`config.mk`:
```
export PLATFORM = sky130hd
export DESIGN_NAME = uart_core_flat
export DESIGN_NICKNAME = d
export VERILOG_FILES = /design/src/rtl/uart_core_if.sv /design/src/rtl/uart_core.sv /design/src/flat_wrapper.sv
export SDC_FILE = /design/constraint.sdc
export NUM_CORES = 1
export LEC_CHECK = 0
export CORE_UTILIZATION = 53
export DETAILED_ROUTE_END_ITERATION = 8
export PLACE_DENSITY = 0.84
export SLEW_MARGIN = 10
export SYNTH_ARGS = -nofsm -noshare
export SYNTH_HDL_FRONTEND = slang
export SYNTH_SLANG_ARGS = --single-unit
```
`constraint.sdc`:
```
create_clock -name clk_i -period 2.3 [get_ports clk_i]
set_input_delay 0.69 -clock clk_i [delete_from_list [all_inputs] [get_ports clk_i]]
set_output_delay 0.69 -clock clk_i [all_outputs]
set_load 0.05 [all_outputs]
```
`src/rtl/uart_core_if.sv`:
```
// ---------------------------------------------------------------------------
// uart_core_if
//
// Purpose : groups the two byte-wide handshake channels of uart_core.
//           The TX channel carries bytes into the transmitter; the RX channel
//           is the read side of the receive FIFO.
//
// Signals (names are written from the core's point of view):
//   tx_data_i  [DATA_BITS] byte to transmit
//   tx_valid_i             tx_data_i is valid
//   tx_ready_o             transmitter idle, can accept a byte
//   rx_data_o  [DATA_BITS] head entry of the RX FIFO (first-word-fall-through)
//   rx_valid_o             RX FIFO not empty
//   rx_ready_i             consumer takes the head entry this cycle
//
// Modports:
//   slave  - the UART core
//   master - the user logic that feeds TX and drains RX
// ---------------------------------------------------------------------------
interface uart_core_if #(
    parameter int DATA_BITS = 8
) ();
    logic [DATA_BITS-1:0] tx_data_i;
    logic                 tx_valid_i;
    logic                 tx_ready_o;
    logic [DATA_BITS-1:0] rx_data_o;
    logic                 rx_valid_o;
    logic                 rx_ready_i;

    modport master (
        output tx_data_i, tx_valid_i, rx_ready_i,
        input  tx_ready_o, rx_data_o, rx_valid_o
    );

    modport slave (
        input  tx_data_i, tx_valid_i, rx_ready_i,
        output tx_ready_o, rx_data_o, rx_valid_o
    );
endinterface

```
`src/rtl/uart_core.sv`:
```
// ---------------------------------------------------------------------------
// uart_core
//
// Purpose : UART transmitter and receiver with a first-word-fall-through
//           receive FIFO. TX and RX run from independent counters.
//           Frame: 1 start bit (0), DATA_BITS data bits LSB first, optional
//           parity bit, STOP_BITS stop bits (1). Only the first stop bit is
//           checked on receive.
//
// Configuration macro:
//   UART_PARITY_EN - when defined, a parity bit follows the data bits on both
//                    TX and RX, polarity from parity_odd_i. When undefined the
//                    parity state does not exist, parity_odd_i is ignored and
//                    parity_err_o is tied to 0.
//
// Parameters:
//   CLK_DIV    clock cycles per bit (>= 4)
//   DATA_BITS  data bits per frame (5..8)
//   STOP_BITS  stop bits per transmitted frame (1 or 2)
//   FIFO_DEPTH RX FIFO entries (power of 2, >= 2)
//
// Ports:
//   clk_i        the only clock
//   rst_i        asynchronous active-high reset
//   rx_i         serial input, asynchronous to clk_i
//   tx_o         serial output, idle high
//   rx_en_i      receiver enable; low aborts any frame in progress
//   parity_odd_i 1 = odd parity, 0 = even parity
//   bus          TX valid/ready channel and RX FIFO read channel (slave)
//   rx_level_o   RX FIFO occupancy, 0..FIFO_DEPTH
//   frame_err_o  single-cycle pulse: received stop bit was 0
//   parity_err_o single-cycle pulse: received parity bit wrong
//   overflow_o   single-cycle pulse: good byte dropped because FIFO full
// ---------------------------------------------------------------------------
module uart_core #(
    parameter int CLK_DIV    = 16,
    parameter int DATA_BITS  = 8,
    parameter int STOP_BITS  = 1,
    parameter int FIFO_DEPTH = 8
) (
    input  logic                          clk_i,
    input  logic                          rst_i,
    input  logic                          rx_i,
    output logic                          tx_o,
    input  logic                          rx_en_i,
    input  logic                          parity_odd_i,
    uart_core_if.slave                    bus,
    output logic [$clog2(FIFO_DEPTH):0]   rx_level_o,
    output logic                          frame_err_o,
    output logic                          parity_err_o,
    output logic                          overflow_o
);

    localparam int CNT_W = $clog2(CLK_DIV);
    localparam int PTR_W = $clog2(FIFO_DEPTH);
    localparam int LVL_W = PTR_W + 1;

    localparam logic [CNT_W-1:0] DIV_LAST  = CNT_W'(CLK_DIV - 1);
    localparam logic [CNT_W-1:0] HALF_LAST = CNT_W'(CLK_DIV / 2 - 1);
    localparam logic [2:0]       DATA_LAST = 3'(DATA_BITS - 1);
    localparam logic             STOP_LAST = 1'(STOP_BITS - 1);
    localparam logic [LVL_W-1:0] LVL_FULL  = LVL_W'(FIFO_DEPTH);

    typedef enum logic [2:0] {
        ST_IDLE   = 3'd0,
        ST_START  = 3'd1,
        ST_DATA   = 3'd2,
`ifdef UART_PARITY_EN
        ST_PARITY = 3'd3,
`endif
        ST_STOP   = 3'd4
    } state_e;

    // -----------------------------------------------------------------------
    // RX input synchronizer and falling-edge detector
    // -----------------------------------------------------------------------
    logic r_rx_meta;
    logic r_rx_sync;
    logic r_rx_prev;
    logic w_rx_fall;

    // NOTE: state is updated with non-blocking assignments so every flop
    // samples the pre-edge value of its neighbours, exactly like hardware.
    always_ff @(posedge clk_i or posedge rst_i) begin
        if (rst_i) begin
            r_rx_meta <= 1'b1;
            r_rx_sync <= 1'b1;
            r_rx_prev <= 1'b1;
        end else begin
            r_rx_meta <= rx_i;
            r_rx_sync <= r_rx_meta;
            r_rx_prev <= r_rx_sync;
        end
    end

    assign w_rx_fall = r_rx_prev & ~r_rx_sync;

    // -----------------------------------------------------------------------
    // RX FSM
    // -----------------------------------------------------------------------
    state_e                 r_rx_state;
    state_e                 w_rx_state_nxt;
    logic [CNT_W-1:0]       r_rx_cnt;
    logic [2:0]             r_rx_bit;
    logic [DATA_BITS-1:0]   r_rx_shift;
    logic                   r_rx_done;
    logic                   r_rx_stop_ok;
    logic                   w_rx_tick;
    logic                   w_rx_par_ok;

    always_ff @(posedge clk_i or posedge rst_i) begin
        if (rst_i) r_rx_state <= ST_IDLE;
        else       r_rx_state <= w_rx_state_nxt;
    end

    // NOTE: every output of a combinational block gets a value before any
    // branch, so no path can leave it unassigned and infer a latch.
    always_comb begin
        // START waits half a bit to land mid-bit; later bits are a full bit apart.
        w_rx_tick      = (r_rx_cnt == ((r_rx_state == ST_START) ? HALF_LAST : DIV_LAST));
        w_rx_state_nxt = r_rx_state;
        case (r_rx_state)
            ST_IDLE:   if (w_rx_fall) w_rx_state_nxt = ST_START;
            ST_START:  if (w_rx_tick) w_rx_state_nxt = r_rx_sync ? ST_IDLE : ST_DATA;
            ST_DATA: begin
                if (w_rx_tick && (r_rx_bit == DATA_LAST)) begin
`ifdef UART_PARITY_EN
                    w_rx_state_nxt = ST_PARITY;
`else
                    w_rx_state_nxt = ST_STOP;
`endif
                end
            end
`ifdef UART_PARITY_EN
            ST_PARITY: if (w_rx_tick) w_rx_state_nxt = ST_STOP;
`endif
            ST_STOP:   if (w_rx_tick) w_rx_state_nxt = ST_IDLE;
            default:   w_rx_state_nxt = ST_IDLE;
        endcase
        if (!rx_en_i) w_rx_state_nxt = ST_IDLE;
    end

`ifdef UART_PARITY_EN
    logic r_rx_par_ok;
    assign w_rx_par_ok = r_rx_par_ok;
`else
    assign w_rx_par_ok = 1'b1;
`endif

    always_ff @(posedge clk_i or posedge rst_i) begin
        if (rst_i) begin
            r_rx_cnt     <= '0;
            r_rx_bit     <= '0;
            r_rx_shift   <= '0;
            r_rx_done    <= 1'b0;
            r_rx_stop_ok <= 1'b0;
`ifdef UART_PARITY_EN
            r_rx_par_ok  <= 1'b0;
`endif
        end else begin
            r_rx_done <= 1'b0;
            if ((r_rx_state == ST_IDLE) || w_rx_tick) r_rx_cnt <= '0;
            else                                      r_rx_cnt <= r_rx_cnt + 1'b1;
            if (r_rx_state == ST_START) r_rx_bit <= '0;
            // Sampling is gated by rx_en_i so an aborted frame leaves no trace.
            if (rx_en_i && w_rx_tick) begin
                case (r_rx_state)
                    ST_DATA: begin
                        r_rx_shift <= {r_rx_sync, r_rx_shift[DATA_BITS-1:1]};
                        r_rx_bit   <= r_rx_bit + 3'd1;
                    end
`ifdef UART_PARITY_EN
                    ST_PARITY: r_rx_par_ok <= (r_rx_sync == (^r_rx_shift ^ parity_odd_i));
`endif
                    ST_STOP: begin
                        r_rx_stop_ok <= r_rx_sync;
                        r_rx_done    <= 1'b1;
                    end
                    default: ;
                endcase
            end
        end
    end

    // -----------------------------------------------------------------------
    // RX FIFO (first-word-fall-through)
    // -----------------------------------------------------------------------
    logic [DATA_BITS-1:0] r_mem [FIFO_DEPTH];
    logic [PTR_W-1:0]     r_wr_ptr;
    logic [PTR_W-1:0]     r_rd_ptr;
    logic [LVL_W-1:0]     r_level;
    logic                 w_good;
    logic                 w_full;
    logic                 w_pop;
    logic                 w_push;

    assign w_good = r_rx_done & r_rx_stop_ok & w_rx_par_ok;
    assign w_full = (r_level == LVL_FULL);
    assign w_pop  = (r_level != '0) & bus.rx_ready_i;
    // A pop in the same cycle frees the slot, so a full FIFO still accepts.
    assign w_push = w_good & (~w_full | w_pop);

    always_ff @(posedge clk_i or posedge rst_i) begin
        if (rst_i) begin
            r_wr_ptr <= '0;
            r_rd_ptr <= '0;
            r_level  <= '0;
        end else begin
            if (w_push) r_wr_ptr <= r_wr_ptr + 1'b1;
            if (w_pop)  r_rd_ptr <= r_rd_ptr + 1'b1;
            r_level <= r_level + LVL_W'(w_push) - LVL_W'(w_pop);
        end
    end

    // NOTE: the storage array has no reset; r_level decides what is valid,
    // and the read data is masked while the FIFO is empty.
    always_ff @(posedge clk_i) begin
        if (w_push) r_mem[r_wr_ptr] <= r_rx_shift;
    end

    assign bus.rx_valid_o = (r_level != '0);
    assign bus.rx_data_o  = (r_level != '0) ? r_mem[r_rd_ptr] : '0;
    assign rx_level_o     = r_level;

    assign frame_err_o = r_rx_done & ~r_rx_stop_ok;
    assign overflow_o  = w_good & w_full & ~w_pop;
`ifdef UART_PARITY_EN
    assign parity_err_o = r_rx_done & ~r_rx_par_ok;
`else
    assign parity_err_o = 1'b0;
`endif

    // -----------------------------------------------------------------------
    // TX FSM
    // -----------------------------------------------------------------------
    state_e               r_tx_state;
    state_e               w_tx_state_nxt;
    logic [CNT_W-1:0]     r_tx_cnt;
    logic [2:0]           r_tx_bit;
    logic                 r_tx_stop;
    logic [DATA_BITS-1:0] r_tx_shift;
    logic                 r_tx_out;
    logic                 r_tx_live;
    logic                 w_tx_tick;
    logic                 w_tx_ready;
    logic                 w_tx_fire;

    // r_tx_live keeps tx_ready_o low while reset is asserted.
    assign w_tx_ready = (r_tx_state == ST_IDLE) & r_tx_live;
    assign w_tx_fire  = bus.tx_valid_i & w_tx_ready;
    assign w_tx_tick  = (r_tx_cnt == DIV_LAST);

    always_ff @(posedge clk_i or posedge rst_i) begin
        if (rst_i) r_tx_state <= ST_IDLE;
        else       r_tx_state <= w_tx_state_nxt;
    end

    always_comb begin
        w_tx_state_nxt = r_tx_state;
        case (r_tx_state)
            ST_IDLE:  if (w_tx_fire) w_tx_state_nxt = ST_START;
            ST_START: if (w_tx_tick) w_tx_state_nxt = ST_DATA;
            ST_DATA: begin
                if (w_tx_tick && (r_tx_bit == DATA_LAST)) begin
`ifdef UART_PARITY_EN
                    w_tx_state_nxt = ST_PARITY;
`else
                    w_tx_state_nxt = ST_STOP;
`endif
                end
            end
`ifdef UART_PARITY_EN
            ST_PARITY: if (w_tx_tick) w_tx_state_nxt = ST_STOP;
`endif
            ST_STOP:  if (w_tx_tick && (r_tx_stop == STOP_LAST)) w_tx_state_nxt = ST_IDLE;
            default:  w_tx_state_nxt = ST_IDLE;
        endcase
    end

`ifdef UART_PARITY_EN
    logic r_tx_par;
`else
    logic w_unused_parity_odd;
    assign w_unused_parity_odd = parity_odd_i;
`endif

    always_ff @(posedge clk_i or posedge rst_i) begin
        if (rst_i) begin
            r_tx_cnt   <= '0;
            r_tx_bit   <= '0;
            r_tx_stop  <= 1'b0;
            r_tx_shift <= '0;
            r_tx_out   <= 1'b1;
            r_tx_live  <= 1'b0;
`ifdef UART_PARITY_EN
            r_tx_par   <= 1'b0;
`endif
        end else begin
            r_tx_live <= 1'b1;
            if ((r_tx_state == ST_IDLE) || w_tx_tick) r_tx_cnt <= '0;
            else                                      r_tx_cnt <= r_tx_cnt + 1'b1;
            case (r_tx_state)
                ST_IDLE: begin
                    if (w_tx_fire) begin
                        r_tx_shift <= bus.tx_data_i;
                        r_tx_out   <= 1'b0;
                        r_tx_bit   <= '0;
                        r_tx_stop  <= 1'b0;
`ifdef UART_PARITY_EN
                        r_tx_par   <= ^bus.tx_data_i ^ parity_odd_i;
`endif
                    end
                end
                ST_START: begin
                    if (w_tx_tick) begin
                        r_tx_out   <= r_tx_shift[0];
                        r_tx_shift <= {1'b0, r_tx_shift[DATA_BITS-1:1]};
                    end
                end
                ST_DATA: begin
                    if (w_tx_tick) begin
                        r_tx_bit <= r_tx_bit + 3'd1;
                        if (r_tx_bit == DATA_LAST) begin
`ifdef UART_PARITY_EN
                            r_tx_out <= r_tx_par;
`else
                            r_tx_out <= 1'b1;
`endif
                        end else begin
                            r_tx_out   <= r_tx_shift[0];
                            r_tx_shift <= {1'b0, r_tx_shift[DATA_BITS-1:1]};
                        end
                    end
                end
`ifdef UART_PARITY_EN
                ST_PARITY: if (w_tx_tick) r_tx_out <= 1'b1;
`endif
                ST_STOP: if (w_tx_tick) r_tx_stop <= r_tx_stop + 1'b1;
                default: ;
            endcase
        end
    end

    assign tx_o           = r_tx_out;
    assign bus.tx_ready_o = w_tx_ready;

endmodule

```
`src/flat_wrapper.sv`:
```
// flat-port wrapper written by rule: the top's interface ports become plain ports
module uart_core_flat 
#(
    parameter int CLK_DIV    = 16,
    parameter int DATA_BITS  = 8,
    parameter int STOP_BITS  = 1,
    parameter int FIFO_DEPTH = 8
)
  (clk_i, rst_i, rx_i, tx_o, rx_en_i, parity_odd_i, rx_level_o, frame_err_o, parity_err_o, overflow_o, bus_tx_data_i, bus_tx_valid_i, bus_rx_ready_i, bus_tx_ready_o, bus_rx_data_o, bus_rx_valid_o);
  uart_core_if #(.DATA_BITS(DATA_BITS)) bus_i ();
  input  logic clk_i;
  input  logic rst_i;
  input  logic rx_i;
  output logic tx_o;
  input  logic rx_en_i;
  input  logic parity_odd_i;
  output logic [$clog2(FIFO_DEPTH):0] rx_level_o;
  output logic frame_err_o;
  output logic parity_err_o;
  output logic overflow_o;
  input wire logic [$bits(bus_i.tx_data_i)-1:0] bus_tx_data_i;
  input wire logic [$bits(bus_i.tx_valid_i)-1:0] bus_tx_valid_i;
  input wire logic [$bits(bus_i.rx_ready_i)-1:0] bus_rx_ready_i;
  output wire logic [$bits(bus_i.tx_ready_o)-1:0] bus_tx_ready_o;
  output wire logic [$bits(bus_i.rx_data_o)-1:0] bus_rx_data_o;
  output wire logic [$bits(bus_i.rx_valid_o)-1:0] bus_rx_valid_o;
  assign bus_i.tx_data_i = bus_tx_data_i;
  assign bus_i.tx_valid_i = bus_tx_valid_i;
  assign bus_i.rx_ready_i = bus_rx_ready_i;
  assign bus_tx_ready_o = bus_i.tx_ready_o;
  assign bus_rx_data_o = bus_i.rx_data_o;
  assign bus_rx_valid_o = bus_i.rx_valid_o;
  uart_core #(.CLK_DIV(CLK_DIV), .DATA_BITS(DATA_BITS), .STOP_BITS(STOP_BITS), .FIFO_DEPTH(FIFO_DEPTH)) u_core (.clk_i(clk_i), .rst_i(rst_i), .rx_i(rx_i), .tx_o(tx_o), .rx_en_i(rx_en_i), .parity_odd_i(parity_odd_i), .bus(bus_i), .rx_level_o(rx_level_o), .frame_err_o(frame_err_o), .parity_err_o(parity_err_o), .overflow_o(overflow_o));
endmodule
```
==> results.py <==
metrics = {
    "setup_path": {
        "worstPathArrival_ps": 2020,
        "reg2reg_depth": 10,
        "end_kind": "output port",
        "slowest_delay_ps": 560,
        "crit_cells": 5,
        "path_class": "flip-flop to output port",
        "critPathBufInv": 2,
        "path_cells": "buf_12 -> mux4_2 -> mux2i_4 -> nor2_4 -> buf_6",
        "cpLargestDelayFamily": "multiplexers",
        "crit_fanout": 9,
        "required_ps": 1610,
        "startpoint_type": "flip-flop",
        "cpMaxStageDelayCell": "mux4_2",
    },
    "finish": {
        "final_area_um2": 6580,
        "final_nets": 430,
        "diodes": 0,
        "instances_no_fill": 543,
        "syn_to_final_growth_pct": 28.7,
        "drive_above_1_share_pct": 38.2,
        "num-fill-cells": 576,
        "multiInputGateArea_um2": 1850,
        "final-seq-area_um2": 3280,
    },
    "detailed_routing": {
        "dr_total_vias": 2899,
        "drt-vias-per-instance": 5.34,
        "wl_per_cell_um": 18.0,
        "ant_nets": 0,
        "first_iter_violations": 103,
        "wirelength_mm": 9.80,
        "first_pass_iters": 4,
        "drc": 0,
    },
    "die": {
        "core.rowCount": 35,
        "io_pins": 33,
        "die_x_um": 100,
        "dieArea_um2": 10000,
        "core-area_um2": 9280,
        "die_y_um": 100,
        "start_util_pct": 55.1,
    },
    "timing": {
        "max_slew_margin_pct": 56.4,
        "period_minus_slack_ps": 2710,
        "fin_crit_sh_pct": 118,
        "hold_slack_ps": 356,
        "clock-skew-final_ps": 9.60,
        "setup_slack_ps": -409,
        "finalHoldViolCount": 0,
        "slew_violations": 0,
        "rsz0062_at_grt": "yes",
        "finalSetupViolations": 8,
        "tightest_slew_ps": 654,
        "fmax_ghz": 0.369,
    },
    "logic_synthesis": {
        "yosysWarnings": 0,
        "synth_ff_type": "edfxtp_1",
        "synth_top_area_share_pct": 37.6,
        "synth_area_leader_cell": "edfxtp_1",
        "syn_inst": 334,
        "syn_area_um2": 5110,
        "syn-num-nets": 363,
        "synth_edf_count": 64,
        "synth.avg_cell_area_um2": 15.3,
        "ys_ff_latch": 118,
        "ys_seq_area_share_pct": 64.1,
        "synthArstFlopShare_pct": 45.8,
        "yosys-top-cells-area": "edfxtp_1 38%, dfrtp_1 24%, mux4_2 7.0%, ha_1 3.2%, mux2i_1 2.9%",
        "ys_types": 48,
    },
    "clock_tree": {
        "numClockSinks": 118,
        "cts_made_buffers": 17,
        "cts.clk_slew.worst_paths_ps": 60,
        "clockRootBuffer": "clkbuf_8",
        "clockBufferDepth": 2,
        "htree_num_levels": 4,
        "cts_tree": "yes",
        "worstSkewPairLatency_ps": 510,
    },
    "run_status": {
        "violations": "setup timing",
        "outcome": "complete, but fails checks",
    },
    "global_route": {
        "grt_pass1_vias": 3061,
        "antenna_found_initial": 0,
        "grt_pass1_wl_mm": 16.0,
        "overflow": 0,
        "grt.total_usage_pct": 22.0,
        "grt_max_degree": 44,
    },
    "placement": {
        "detailedPlace.worstSlack_ps": -181,
        "dp.cells": 500,
        "dpl.hpwl_mm": 5.49,
        "gp_congestion": 0.774,
        "place_area_um2": 5760,
        "io_buffers": 30,
    },
    "power": {
        "irDropWorstVdd_uv": 551,
        "power.leakage_nw": 2.61,
        "power_w": 0.00762,
        "power_density_nw_per_um2": 1160,
    },
    "hold_path": {
        "hold_path_depth": 0,
        "hp-class": "flip-flop to flip-flop",
    },
    "flow_run": {
        "drv_cap": 0,
    },
}
## synthesized netlist by cell type (3+ instances only)
| library cell | n |
|---|---|
| mux2_4 | 7 |
| and2_1 | 3 |
| inv_1 | 12 |
| nand2_1 | 14 |
| nor3_1 | 7 |
| ha_1 | 13 |
| edfxtp_1 | 64 |
| nand3_1 | 8 |
| buf_2 | 6 |
| nand2b_1 | 5 |
| dfstp_2 | 4 |
| mux2_1 | 4 |
| mux4_2 | 16 |
| mux2_2 | 13 |
| dfrtp_1 | 50 |
| mux2i_1 | 15 |
| nor2b_1 | 3 |
| nor2_1 | 32 |
| a21oi_1 | 5 |
| a22o_1 | 3 |
| xor2_1 | 3 |
| o21ai_0 | 6 |
| xnor2_1 | 6 |
## through the flow
stage               TNS, ps  utilization (%)
floorplan              -158                -
global placement       -851             62.1
detailed placement    -1320             62.1
CTS                   -3620             70.8
global route          -3740             70.9
finish                -3040             70.9
## final cells by class
cell class                      count  area share, %
Clock inverter                     15           2.93
Tap cell                          129           2.45
Inverter                           12          0.779
Multi-Input combinational cell    190           28.1
Clock buffer                       17           6.29
Timing Repair Buffer               62           9.52
Sequential cell                   118           49.9
## timing repair
| item | in CTS | in global routing |
|---|---|---|
| hold buffers | 0 | 0 |
| gates resized for setup | 28 | 5 |
| endpoints found under the setup margin | 15 | 10 |
| pin swaps | 5 | 1 |
| buffers inserted | 10 | 1 |
| gates cloned | 1 | 0 |
## placed cells by master (no fill, tap or decap), drive strengths merged, types with 2 or more instances in the layout
| cell | n |
|---|---|
| nor4 | 2 |
| dlygate4sd2 | 5 |
| nand3 | 8 |
| mux2i | 15 |
| inv | 17 |
| nand2 | 14 |
| nand2b | 5 |
| o21ai | 6 |
| nor2 | 33 |
| clkinv | 5 |
| conb | 2 |
| mux4 | 16 |
| dfstp | 4 |
| xnor2 | 6 |
| and3 | 2 |
| buf | 45 |
| ha | 13 |
| xor2 | 4 |
| nor3 | 9 |
| a21oi | 5 |
| clkdlybuf4s50 | 12 |
| clkinvlp | 2 |
| nor2b | 3 |
| bufinv | 3 |
| a31oi | 2 |
| a311oi | 2 |
| a21o | 2 |
| a22o | 3 |
| mux2 | 24 |
| clkbuf | 17 |
| edfxtp | 64 |
| and2 | 3 |
| dfrtp | 50 |
## registers in the layout (all words and copies together), names as in the netlist, 4 cells and up
register,cells
u_core.r_mem,64
u_core.r_tx_shift,8
u_core.r_rx_shift,8
u_core.r_rx_cnt,4
u_core.rx_level_o,4
u_core.r_tx_cnt,4
## routing by layer
metal / global-route usage (%) / vias to the layer above / wire (um)
li1: - / 1363 / -
met1: 26.7 / 1460 / 4260
met2: 37.0 / 59 / 4970
met3: 5.57 / 17 / 307
met4: 10.3 / 0 / 262
met5: 0 / - / 0
## where the power goes
part / switching [W] / leakage, nW / internal, W / total, W
Combinational: 0.00119 / 1.04 / 0.00110 / 0.00229
Clock: 0.00102 / 0.296 / 0.00168 / 0.00269
Sequential: 0.000219 / 1.28 / 0.00242 / 0.00264
## final timing paths
check                                           from                    to  slack, ps
worst min-delay path                u_core.r_rx_meta      u_core.r_rx_sync        360
max in group asynchronous                      rst_i      u_core.r_rx_sync       1290
worst max register to register  u_core.rx_level_o[2]  u_core.rx_level_o[1]        140
worst max-delay path              u_core.r_rd_ptr[0]      bus_rx_data_o[0]       -410
min in group asynchronous                      rst_i  u_core.r_tx_shift[0]        430
worst min register to register      u_core.r_rx_meta      u_core.r_rx_sync        360
## logic make-up (layout without fill, tap and decap cells)
group	count (synthesis)	in the layout	share of synthesized area, %
xor+xnor	10	10	2.08
other cells	2	2	0.147
flops	118	118	64.1
compound gates	23	23	2.96
simple gates	86	86	8.71
mux	55	55	15.8
buf+inv	26	106	2.67
fa+ha+maj	14	14	3.57
No activity file was read; power rests on OpenSTA's default activity.
